<file path="src/rtl/pipe_buffer_chain.sv">
// pipe_buffer_chain: STAGES-deep chain of WIDTH-bit pipeline registers with
// valid/ready backpressure, bubble collapsing and a per-stage flush.
//
// Ports:
//   clk, rst_n              clock, synchronous active-low reset
//   in_valid/in_ready/in_data    upstream handshake into stage 0
//   flush[STAGES]           flush[k] drops the stage-k content at the edge
//   out_valid/out_ready/out_data downstream handshake from stage STAGES-1
//   occupancy               number of valid stages (combinational from state)
//   stall_cnt, bubble_cnt   saturating perf counters, only when the macro
//                           PIPE_BUFFER_CHAIN_PERF_EN is defined
//
// in_ready and occupancy are combinational from the stage valids; the payload
// and valid bits themselves are all registered.
module pipe_buffer_chain #(
  parameter int unsigned WIDTH  = 32,
  parameter int unsigned STAGES = 4
) (
  input  logic                         clk,
  input  logic                         rst_n,
  input  logic                         in_valid,
  output logic                         in_ready,
  input  logic [WIDTH-1:0]             in_data,
  input  logic [STAGES-1:0]            flush,
  output logic                         out_valid,
  input  logic                         out_ready,
  output logic [WIDTH-1:0]             out_data,
`ifdef PIPE_BUFFER_CHAIN_PERF_EN
  output logic [31:0]                  stall_cnt,
  output logic [31:0]                  bubble_cnt,
`endif
  output logic [$clog2(STAGES+1)-1:0]  occupancy
);

  localparam int unsigned OCC_W = $clog2(STAGES + 1);

  if (STAGES < 1) begin : g_bad_stages
    $error("pipe_buffer_chain: STAGES must be >= 1");
  end

  logic [STAGES-1:0] v;
  logic [WIDTH-1:0]  d     [STAGES];
  logic              src_v [STAGES];
  logic [WIDTH-1:0]  src_d [STAGES];
  logic [STAGES:0]   rdy;

  // Source of each stage: the input port for stage 0, the previous stage otherwise.
  for (genvar k = 0; k < STAGES; k++) begin : g_src
    if (k == 0) begin : g_head
      assign src_v[k] = in_valid;
      assign src_d[k] = in_data;
    end else begin : g_body
      assign src_v[k] = v[k-1];
      assign src_d[k] = d[k-1];
    end
  end

  // Ready chain: a stage can load if it is empty or anything downstream of it
  // is empty/draining; an accumulator avoids a self-referencing vector.
  always_comb begin
    logic acc;
    acc = out_ready;
    rdy = '0;
    rdy[STAGES] = acc;
    for (int k = int'(STAGES) - 1; k >= 0; k--) begin
      acc    = acc | ~v[k];
      rdy[k] = acc;
    end
  end

  assign in_ready  = rdy[0];
  assign out_valid = v[STAGES-1];
  assign out_data  = d[STAGES-1];

  // Stage registers; flush wins over load/hold, data only moves with a valid item.
  always_ff @(posedge clk) begin
    if (!rst_n) begin
      v <= '0;
      for (int k = 0; k < int'(STAGES); k++) d[k] <= '0;
    end else begin
      for (int k = 0; k < int'(STAGES); k++) begin
        if (flush[k])    v[k] <= 1'b0;
        else if (rdy[k]) v[k] <= src_v[k];
        if (rdy[k] && src_v[k]) d[k] <= src_d[k];
      end
    end
  end

  // Population count of the valid bits.
  always_comb begin
    occupancy = '0;
    for (int k = 0; k < int'(STAGES); k++) begin
      occupancy = occupancy + OCC_W'(v[k]);
    end
  end

`ifdef PIPE_BUFFER_CHAIN_PERF_EN
  // Saturating stall / bubble counters observed at the output port.
  always_ff @(posedge clk) begin
    if (!rst_n) begin
      stall_cnt  <= '0;
      bubble_cnt <= '0;
    end else begin
      if (out_valid && !out_ready && stall_cnt != 32'hFFFF_FFFF)
        stall_cnt <= stall_cnt + 32'd1;
      if (out_ready && !out_valid && bubble_cnt != 32'hFFFF_FFFF)
        bubble_cnt <= bubble_cnt + 32'd1;
    end
  end
`endif

endmodule
</file>
<file path="config.mk">
export PLATFORM = sky130hd
export DESIGN_NAME = pipe_buffer_chain
export DESIGN_NICKNAME = d
export VERILOG_FILES = /design/src/rtl/pipe_buffer_chain.sv
export SDC_FILE = /design/constraint.sdc
export NUM_CORES = 1
export LEC_CHECK = 0
export CORE_MARGIN = 1
export CORE_UTILIZATION = 45
export DETAILED_ROUTE_END_ITERATION = 8
export PLACE_DENSITY = 0.67
export RECOVER_POWER = 50
export SLEW_MARGIN = 20
export SYNTH_ARGS = -nofsm -noshare
export SYNTH_HDL_FRONTEND = slang
export SYNTH_SLANG_ARGS = --single-unit
</file>
<file path="constraint.sdc">
create_clock -name clk -period 10.4 [get_ports clk]
set_input_delay 2.08 -clock clk [delete_from_list [all_inputs] [get_ports clk]]
set_output_delay 2.08 -clock clk [all_outputs]
set_load 0.005 [all_outputs]
</file>
==> qor.txt, run 1 <==
Status = finished with violations
Failing checks = design-rule violations, max-capacitance violations, max-slew violations
Multi-input gate area = 1264 µm²
Grt total ovfl = 0
Setup TNS = 0 ns
Distinct cells, synth = 27
GP Congestion = 0.6970
Max clock buf depth = 2
Minimum clock period = 5.773 ns
Synth top area share = 71.00%
Via count = 2994
# port buffers = 76
DR WL/cell = 13.72 µm
Pin count of the biggest net entering global routing = 77
Pre-CTS setup slack = 4.659 ns
Post-CTS Setup Repair Bufs = 0
Fill cells = 903
FF/Latch Area = 3924 µm²
Drt pass-1 iters = 7
WP data arrival = 3.69 ns
Synth warnings = 0
Mean Syn Cell Area = 14.91 µm²
R2r setup slk = 7.60 ns
GRT Overall Usage = 14.42%
Worst-Margin Slew = 2.639 ns
Final cell count without fillers = 583
Post-synth EDFFs = 128
Initial antenna violation count = 0
CTS tree = done
Pwr/cell area = 190.6 nW/µm²
Worst r2r src = v[2]$_SDFFE_PP0P_
Post-DRT Antenna Nets = 0
Largest cells by area after synthesis = edfxtp_1 71%, and4_1 5.2%, nor3b_1 3.9%, and3_1 3.7%, a21oi_1 3.2%
Core ar. = 11560 µm²
Die area = 12470 µm²
Drt first-iter violations = 151
Clock tree sinks = 132
Final WL = 8000 µm
# Max-Cap Violations = 3
Hold_buf cts = 0
Yosys reg bits = 132
Final period utilization = 55.51%
Worst hold path startpoint = d[0][5]$_SDFFCE_PN0P_
Register area share after synthesis = 72.48%
Final slew viol count = 143
Share of layout cells above drive strength 1 = 10.23%
Vias per cell = 5.136
Ys flop type = edfxtp_1
Crit path max fanout = 34
Post-CTS sizing = 0
Post-Syn Instances = 363
N_diodes = 0
# IOs = 77
Worst setup margin = 4.627 ns
Skew-Pair Late Insertion Delay = 0.41 ns
Worst Path Required = 8.32 ns
Worst slew margin = -75.95%
Setup crit start kind = primary input
Dpl cells = 551
Vias in the first global route = 2833
Clk root buf = clkbuf_16
CTS buffer count = 17
Critical Path End Type = output pin
Die Width = 111.7 µm
Layout area overhead = 26.48%
FP Rows = 39
Crit path kind = primary input to output pin
Post-synth ARST share = 0%
Min-Delay Path Depth = 1
First-pass GRT wire length = 13860 µm
Setup repair after global routing missed its margin = no
Fin. Hold Viols = 0
CTS H-tree depth = 4
Starting density of the core = 46.81%
Mapped Area = 5414 µm²
Drt drc = 6
Synth area leader = edfxtp_1
Hpwl dp = 5332 µm
Clk_skew = 0.007868 ns
Commonest cells in the netlist = 128 x edfxtp_1, 35 x a21oi_1, 32 x and3_1, 32 x and4_1, 32 x nand3_1
Worst vdd ir = 0.0001072 V
Min-Delay Endpoint = d[1][5]$_SDFFCE_PN0P_
Top-count cell post-synth = edfxtp_1
FF-to-FF path depth = 4
Reg2reg end = d[2][18]$_SDFFCE_PN0P_
Hold WC Path Type = register to register
Top achievable clock speed = 173.2 MHz
Post-Syn Nets = 406
Layout net count = 470
Leakage power = 2.577 nW
Chip height = 111.7 µm
Crit path from = out_ready
Final setup violation count = 0
CTS clk-pin slew, worst paths = 0.05 ns
## power breakdown
part / total [mW] / switching, mW / leakage, nW / internal (mW)
logic: 0.0538 / 0.0258 / 0.915 / 0.0280
clock network: 0.630 / 0.198 / 0.312 / 0.432
registers: 0.622 / 0.00664 / 1.35 / 0.615
## layer usage
metal / routed length [µm] / GRT usage (%) / up-vias
met1: 3944 / 19.11 / 1373
li1: - / - / 1536
met3: 442 / 5.280 / 13
met4: 146 / 8.649 / 0
met5: 0 / 0 / -
met2: 3468 / 20.29 / 72
## area by class of cell
class / instances / area share (%)
clock buffers: 24 / 7.327
clock inverters: 8 / 2.119
inverters: 6 / 0.3289
multi-input cells: 185 / 18.45
flip-flops and latches: 132 / 57.30
well taps: 143 / 2.613
repair buffers: 85 / 11.86
## how the worst max path moves through the flow
stage | depth (start not counted) | slack (ns) | end
6_report | 5 | 4.63 | in_ready
5_1_grt | 4 | 4.07 | d[2][26]$_SDFFCE_PN0P_
4_1_cts | 5 | 4.63 | in_ready
3_5_place_dp | 5 | 4.66 | in_ready
3_3_place_gp | 5 | 4.67 | in_ready
2_1_floorplan | 4 | 5.12 | d[2][0]$_SDFFCE_PN0P_
## cell families after synthesis
kind of cell | Yosys count | synth area share, %
simple gates | 142 | 18.42
flops | 132 | 72.48
buf+inv | 46 | 4.414
compound gates | 40 | 3.859
fa+ha+maj | 3 | 0.8319
## registers in the layout, indices dropped and copies added (netlist names)
signal,flops
d,128
v,4
## cell usage in the layout (no fill, tap or decap), types with 4 or more instances in the layout
master	n
nor3b_1	28
and3_1	32
clkdlybuf4s50_1	42
nor3b_2	4
nand2b_1	4
nand3_1	32
dlygate4sd3_1	33
clkbuf_1	5
edfxtp_1	128
clkbuf_8	5
dfxtp_1	4
buf_4	6
inv_1	6
bufinv_16	4
a21oi_1	35
clkbuf_16	17
and4_1	32
## through the flow
stage | utilization, % | power [mW] | instance area (µm²) | hold WS [ns]
after global routing | 59.21 | 1.349 | 6848 | 0.5670
after floorplan | - | 0.6568 | 5414 | 0.5195
after CTS | 59.33 | 1.319 | 6862 | 0.5487
after global placement | 53.74 | 0.6866 | 6215 | 0.5355
final | 59.21 | 1.305 | 6848 | 0.5471
after detailed placement | 53.74 | 0.6888 | 6215 | 0.5318
## worst max-delay path, cell delays in order
cell and delay (ns):
clkdlybuf4s50_1 0.46, and4b_1 0.27, buf_4 0.31, nand2_1 0.10
clkdlybuf4s50_1 0.46
Note: power is estimated with default switching activity, not from simulation.
==> inputs of run 2 (changes only) <==
clock period = 5.4 ns   (was 10.4 ns; I/O delays follow)
==> run 2 against run 1 <==
  * The run still ends with design-rule violations, max-capacitance violations, max-slew violations left
  * Utilization fell by 1.1 points
  * Clock-buffer cell count fell by 6
  * Cell area fell by 1.8%
  * Sequential cell count did not move
  * Combinational power rose by 93%
  * Worst setup slack got worse by 3.3 ns
  * Highest routed layer unchanged
  * Critical endpoint is now d[1][12]$_SDFFCE_PN0P_
  * Cell count fell by 0.34%
==> qor.txt, run 2 (synthesized netlist as in run 1, its figures left out) <==
Die Width = 111.7 µm (unchanged)
Clock tree sinks = 132 (unchanged)
Worst Path Required = 5.32 ns (-3.00 ns)
Worst hold slack = 0.5464 ns (-0.0007670 ns)
Post-CTS Setup Repair Bufs = 0 (unchanged)
# port buffers = 76 (unchanged)
Hold_buf cts = 0 (unchanged)
Share of layout cells above drive strength 1 = 8.676% (-1.6 points)
Failing checks = design-rule violations, max-capacitance violations, max-slew violations
Post-CTS sizing = 0 (unchanged)
Minimum clock period = 4.114 ns
Commonest non-fill, non-tap cell in the layout = edfxtp_1
Worst-Margin Slew = 1.701 ns (-0.9380 ns)
Worst hold path startpoint = d[0][15]$_SDFFCE_PN0P_
Clk root buf = clkbuf_16
Vias in the first global route = 2781 (-1.8%)
Chip height = 111.7 µm (unchanged)
Pwr/cell area = 348.1 nW/µm² (+83%)
Multi-input gate area = 1247 µm² (-1.3%)
FP Rows = 39 (unchanged)
Final WL = 8081 µm (+1.0%)
# Max-Cap Violations = 2 (-1)
Dpl cells = 550 (-0.18%)
Core Util, Final = 58.12% (-1.1 points)
Final cell count without fillers = 581 (-0.34%)
Status = finished with violations
Pin count of the biggest net entering global routing = 49 (-36%)
Final period utilization = 76.19%
Worst vdd ir = 0.0002122 V (+98%)
Placed cell area = 6207 µm² (-0.12%)
Final slew viol count = 82 (-43%)
Drt pass-1 iters = 6 (-1)
Worst r2r src = v[1]$_SDFFE_PP0P_
WP data arrival = 4.03 ns (+0.34 ns)
GP Congestion = 0.6984 (+0.20%)
Skew-Pair Late Insertion Delay = 0.41 ns (about the same)
CTS buffer count = 17 (unchanged)
Crit path kind = primary input to register
N_diodes = 0 (unchanged)
Starting density of the core = 46.81% (unchanged)
GRT Overall Usage = 14.16% (-0.26 points)
Clk_skew = 0.006263 ns (-0.001605 ns)
Commonest cells after routing, fill and taps aside = 128 x edfxtp_1, 41 x clkdlybuf4s50_1, 35 x a21oi_1
Layout area overhead = 24.15%
Post-DRT Antenna Nets = 0 (unchanged)
Setup TNS = 0 ns (unchanged)
Drt drc = 6 (unchanged)
Drt first-iter violations = 166 (+9.9%)
Layout net count = 469 (-0.21%)
Top achievable clock speed = 243.1 MHz
Fill cells = 915 (+1.3%)
Crit path from = rst_n
Die area = 12470 µm² (unchanged)
# IOs = 77 (unchanged)
Max clock buf depth = 2 (unchanged)
Setup crit start kind = primary input
Hpwl dp = 5437 µm (+2.0%)
Leakage power = 2.517 nW (-2.3%)
Final setup violation count = 0 (unchanged)
Critical Path End Type = register
CTS H-tree depth = 4 (unchanged)
Hold WC Path Type = register to register
FF/Latch Area = 3924 µm² (unchanged)
Crit path max fanout = 48 (+41%)
Grt total ovfl = 0 (unchanged)
DR WL/cell = 13.91 µm (+1.4%)
Max reg flops = 128 (unchanged)
Worst slew margin = -13.41% (+63 points)
CTS tree = done
Vias per cell = 5.201 (+1.3%)
Core ar. = 11560 µm² (unchanged)
Setup repair after global routing missed its margin = no
Regs by FF count = d (128), v (4)
First-pass GRT wire length = 13640 µm (-1.5%)
Biggest register = d
CTS clk-pin slew, worst paths = 0.05 ns (about the same)
Initial antenna violation count = 0 (unchanged)
Via count = 3022 (+0.94%)
R2r setup slk = 2.85 ns (-4.75 ns)
Fin. Hold Viols = 0 (unchanged)
Design area = 6721 µm² (-1.8%)
==> run 2: cell types whose count changed in the layout (fill, tap and decap cells not counted), sizes merged <==
cell           delta
clkbuf            -6
clkdlybuf4s50     -1
bufinv            -2
clkinvlp          +1
clkinv            +6
==> run 2: critical path, cell delays in order <==
cell and delay, ns:
clkbuf_1 0.86, clkbuf_1 1.29, o21ai_2 0.08, clkbuf_1 0.67
==> run 2: layer usage <==
metal | routed length, µm | up-vias | track usage, %
li1 | - | 1533 | -
met1 | 4015 | 1395 | 19.09
met2 | 3494 | 79 | 20.50
met3 | 407 | 15 | 4.845
met4 | 164 | 0 | 7.027
met5 | 0 | - | 0
==> run 2: final timing paths <==
path,endpoint,depth (start not counted)
setup reg to reg,d[1][12]$_SDFFCE_PN0P_,4
hold / removal,d[1][15]$_SDFFCE_PN0P_,1
hold reg to reg,d[1][15]$_SDFFCE_PN0P_,1
setup / recovery,d[1][12]$_SDFFCE_PN0P_,4
==> run 2: cell type report <==
class | instances | share of cell area (%)
multi-input combinational | 185 | 18.56
clock inverter | 13 | 1.750
sequential | 132 | 58.38
inverter | 6 | 0.3351
timing repair buffer | 84 | 11.93
tap | 143 | 2.662
clock buffer | 18 | 6.385
==> run 2: per-stage QoR <==
| stage | total power, mW | setup slack, ns |
|---|---|---|
| finish | 2.340 | 1.286 |
| global route | 2.414 | 0.8555 |
| CTS | 2.365 | 1.597 |
| detailed placement | 1.327 | 1.650 |
| global placement | 1.323 | 1.668 |
| floorplan | 1.265 | 1.118 |
==> run 2: power by group <==
group	internal, mW	total (mW)	switching, mW
Clock	0.664	1.04	0.375
Sequential	1.18	1.20	0.0130
Combinational	0.0530	0.104	0.0506
Total	1.90	2.34	0.439
==> RTL change (settings of run 2) <==
Set the parameter `WIDTH` to 16 (it was 32).
--- a/src/rtl/pipe_buffer_chain.sv
+++ b/src/rtl/pipe_buffer_chain.sv
@@ -13,7 +13,7 @@
 // in_ready and occupancy are combinational from the stage valids; the payload
 // and valid bits themselves are all registered.
 module pipe_buffer_chain #(
-  parameter int unsigned WIDTH  = 32,
+  parameter int unsigned WIDTH  = 16,
   parameter int unsigned STAGES = 4
 ) (
   input  logic                         clk,
Ports: changed (resized in_data and out_data); port bits go from 77 to 45. No check against the original RTL was run, so the function may have changed too.
==> RTL change against run 2 <==
Critical path depth did not move. Maximum frequency up 1.5%. Routed wire length decreased by 52%. Area after synthesis fell by 46%. Sequential share of layout area shrank 1.0 points. Worst setup slack better by 0.063 ns. Total power decreased by 57%. Clock skew shrank 0.0012 ns. Final area fell by 48%. Sequential cell count is 64 lower. Combinational power is 46% lower. Largest cell class unchanged.
==> RTL change: results (changes against run 2) <==
metric	value	unit	change
FILL cells	519		was 915
num rows	28		was 39
share of flip-flops with an asynchronous set or reset	0		unchanged
hold_sp	d[0][15]$_SDFFCE_PN0P_		unchanged
biggest regs	d x64, v x4		was d x128, v x4
DP Wirelength	2660	µm	was 5440 µm
largest net degree at the start of global routing	26		was 49
vias per cell	5.01		was 5.20
CTS H-tree lvls	3		was 4
reg2reg start	v[2]$_SDFFE_PP0P_		was v[1]$_SDFFE_PP0P_
Setup crit end	in_ready		was d[1][12]$_SDFFCE_PN0P_
first-pass GRT wire length	6260	µm	was 13,600 µm
clock skew	0.00507	ns	was 0.00626 ns
crit path from	out_ready		was rst_n
relative slew slack	0.346		was -0.134
Placed Cells	301		was 550
syn nets	225		was 406
top cells by count, synth	edfxtp_1, a21oi_1, and3_1, and4_1, nand3_1		unchanged
drt pass-1 iters	4		was 6
library cells used by synthesis	29		was 27
CP max FO	18		was 48
Worst EP arrival	2.97	ns	was 4.03 ns
Top FF cell, synth	edfxtp_1		unchanged
clk buf depth	2		unchanged
Placed Area	0.00335	mm²	was 0.00621 mm²
register area share after synthesis	0.689		was 0.725
total routed wirelength	3860	µm	was 8080 µm
Reg2Reg Setup Slack	3.14	ns	was 2.85 ns
port buffer count	44		was 76
1st-iter DRT viols	54		was 166
Post-Synthesis Cells	198		was 363
initial antenna violation count	0		unchanged
share of cells above drive strength 1	0.0950		was 0.0868
worst-skew pair later-pin latency	0.33	ns	was 0.41 ns
number of synthesized flops with an enable pin	64		was 128
GPL Wtd Cong	0.709		was 0.698
Reg2Reg Depth	3		was 4
clock root buffer	clkbuf_8		was clkbuf_16
number of diodes	0		unchanged
PostCTS Resize Cnt	0		unchanged
Synth area leaders	edfxtp_1, and4_1, nor3b_2		was edfxtp_1, and4_1, nor3b_1
outcome	complete, no violations		was complete, but fails checks
Leak Pwr	0.00132	µW	was 0.00252 µW
FF-to-FF End	d[1][8]$_SDFFCE_PN0P_		was d[1][12]$_SDFFCE_PN0P_
Hold EP	d[1][15]$_SDFFCE_PN0P_		unchanged
clock-pin slew on the worst setup and hold paths	0.07	ns	was 0.05 ns
All-Layer GR Usage	0.131		was 0.142
final net count	264		was 469
Peak VDD IR	0.000143	V	was 0.000212 V
Avg WL per Cell	12.2	µm	was 13.9 µm
number of global-route vias before repair	1394		was 2,781
TritonCTS buffer count	9		was 17
RTL change: metal layers:
layer / up-vias / wire (µm) / GRT usage
li1: 834 / - / -
met1: 696 / 1810 / 0.151
met2: 51 / 1730 / 0.203
met3: 8 / 197 / 0.0330
met4: 0 / 119 / 0.118
met5: - / 0 / 0
RTL change: kinds of logic after synthesis:
logic type      after synthesis  share of synthesized area
simple gates                 78                      0.203
buf+inv                      25                     0.0483
fa+ha+maj                     3                     0.0155
compound gates               24                     0.0444
flops                        68                      0.689
RTL change: power breakdown:
| group | leakage (µW) | internal (µW) | switching, µW |
|---|---|---|---|
| Sequential | 0.000691 | 606 | 7.01 |
| Combinational | 0.000550 | 31.0 | 25.1 |
| Clock | 0.0000788 | 164 | 166 |
| Total | 0.00132 | 801 | 198 |
RTL change: final cells by class:
type / instances / area (µm²) / share of cell area
sequential: 68 / 2000 / 0.573
multi-input combinational: 105 / 766 / 0.219
timing repair buffer: 47 / 455 / 0.130
clock buffer: 13 / 139 / 0.0398
tap: 75 / 93.8 / 0.0269
inverter: 6 / 22.5 / 0.00645
clock inverter: 3 / 13.8 / 0.00394
RTL change: worst max-delay path, stage by stage:
cell and delay [ns]:
dlygate4sd3_1 0.62, and4b_1 0.68, nand2_1 0.11, clkdlybuf4s50_1 0.47
RTL change: metrics by stage:
step           worst slack [ns]  utilization  hold WS, ns
5_1_grt                    1.26        0.576        0.559
6_report                   1.35        0.576        0.542
2_1_floorplan              2.29            -        0.520
3_5_place_dp               1.52        0.552        0.527
4_1_cts                    1.48        0.577        0.543
3_3_place_gp               1.51        0.552        0.528
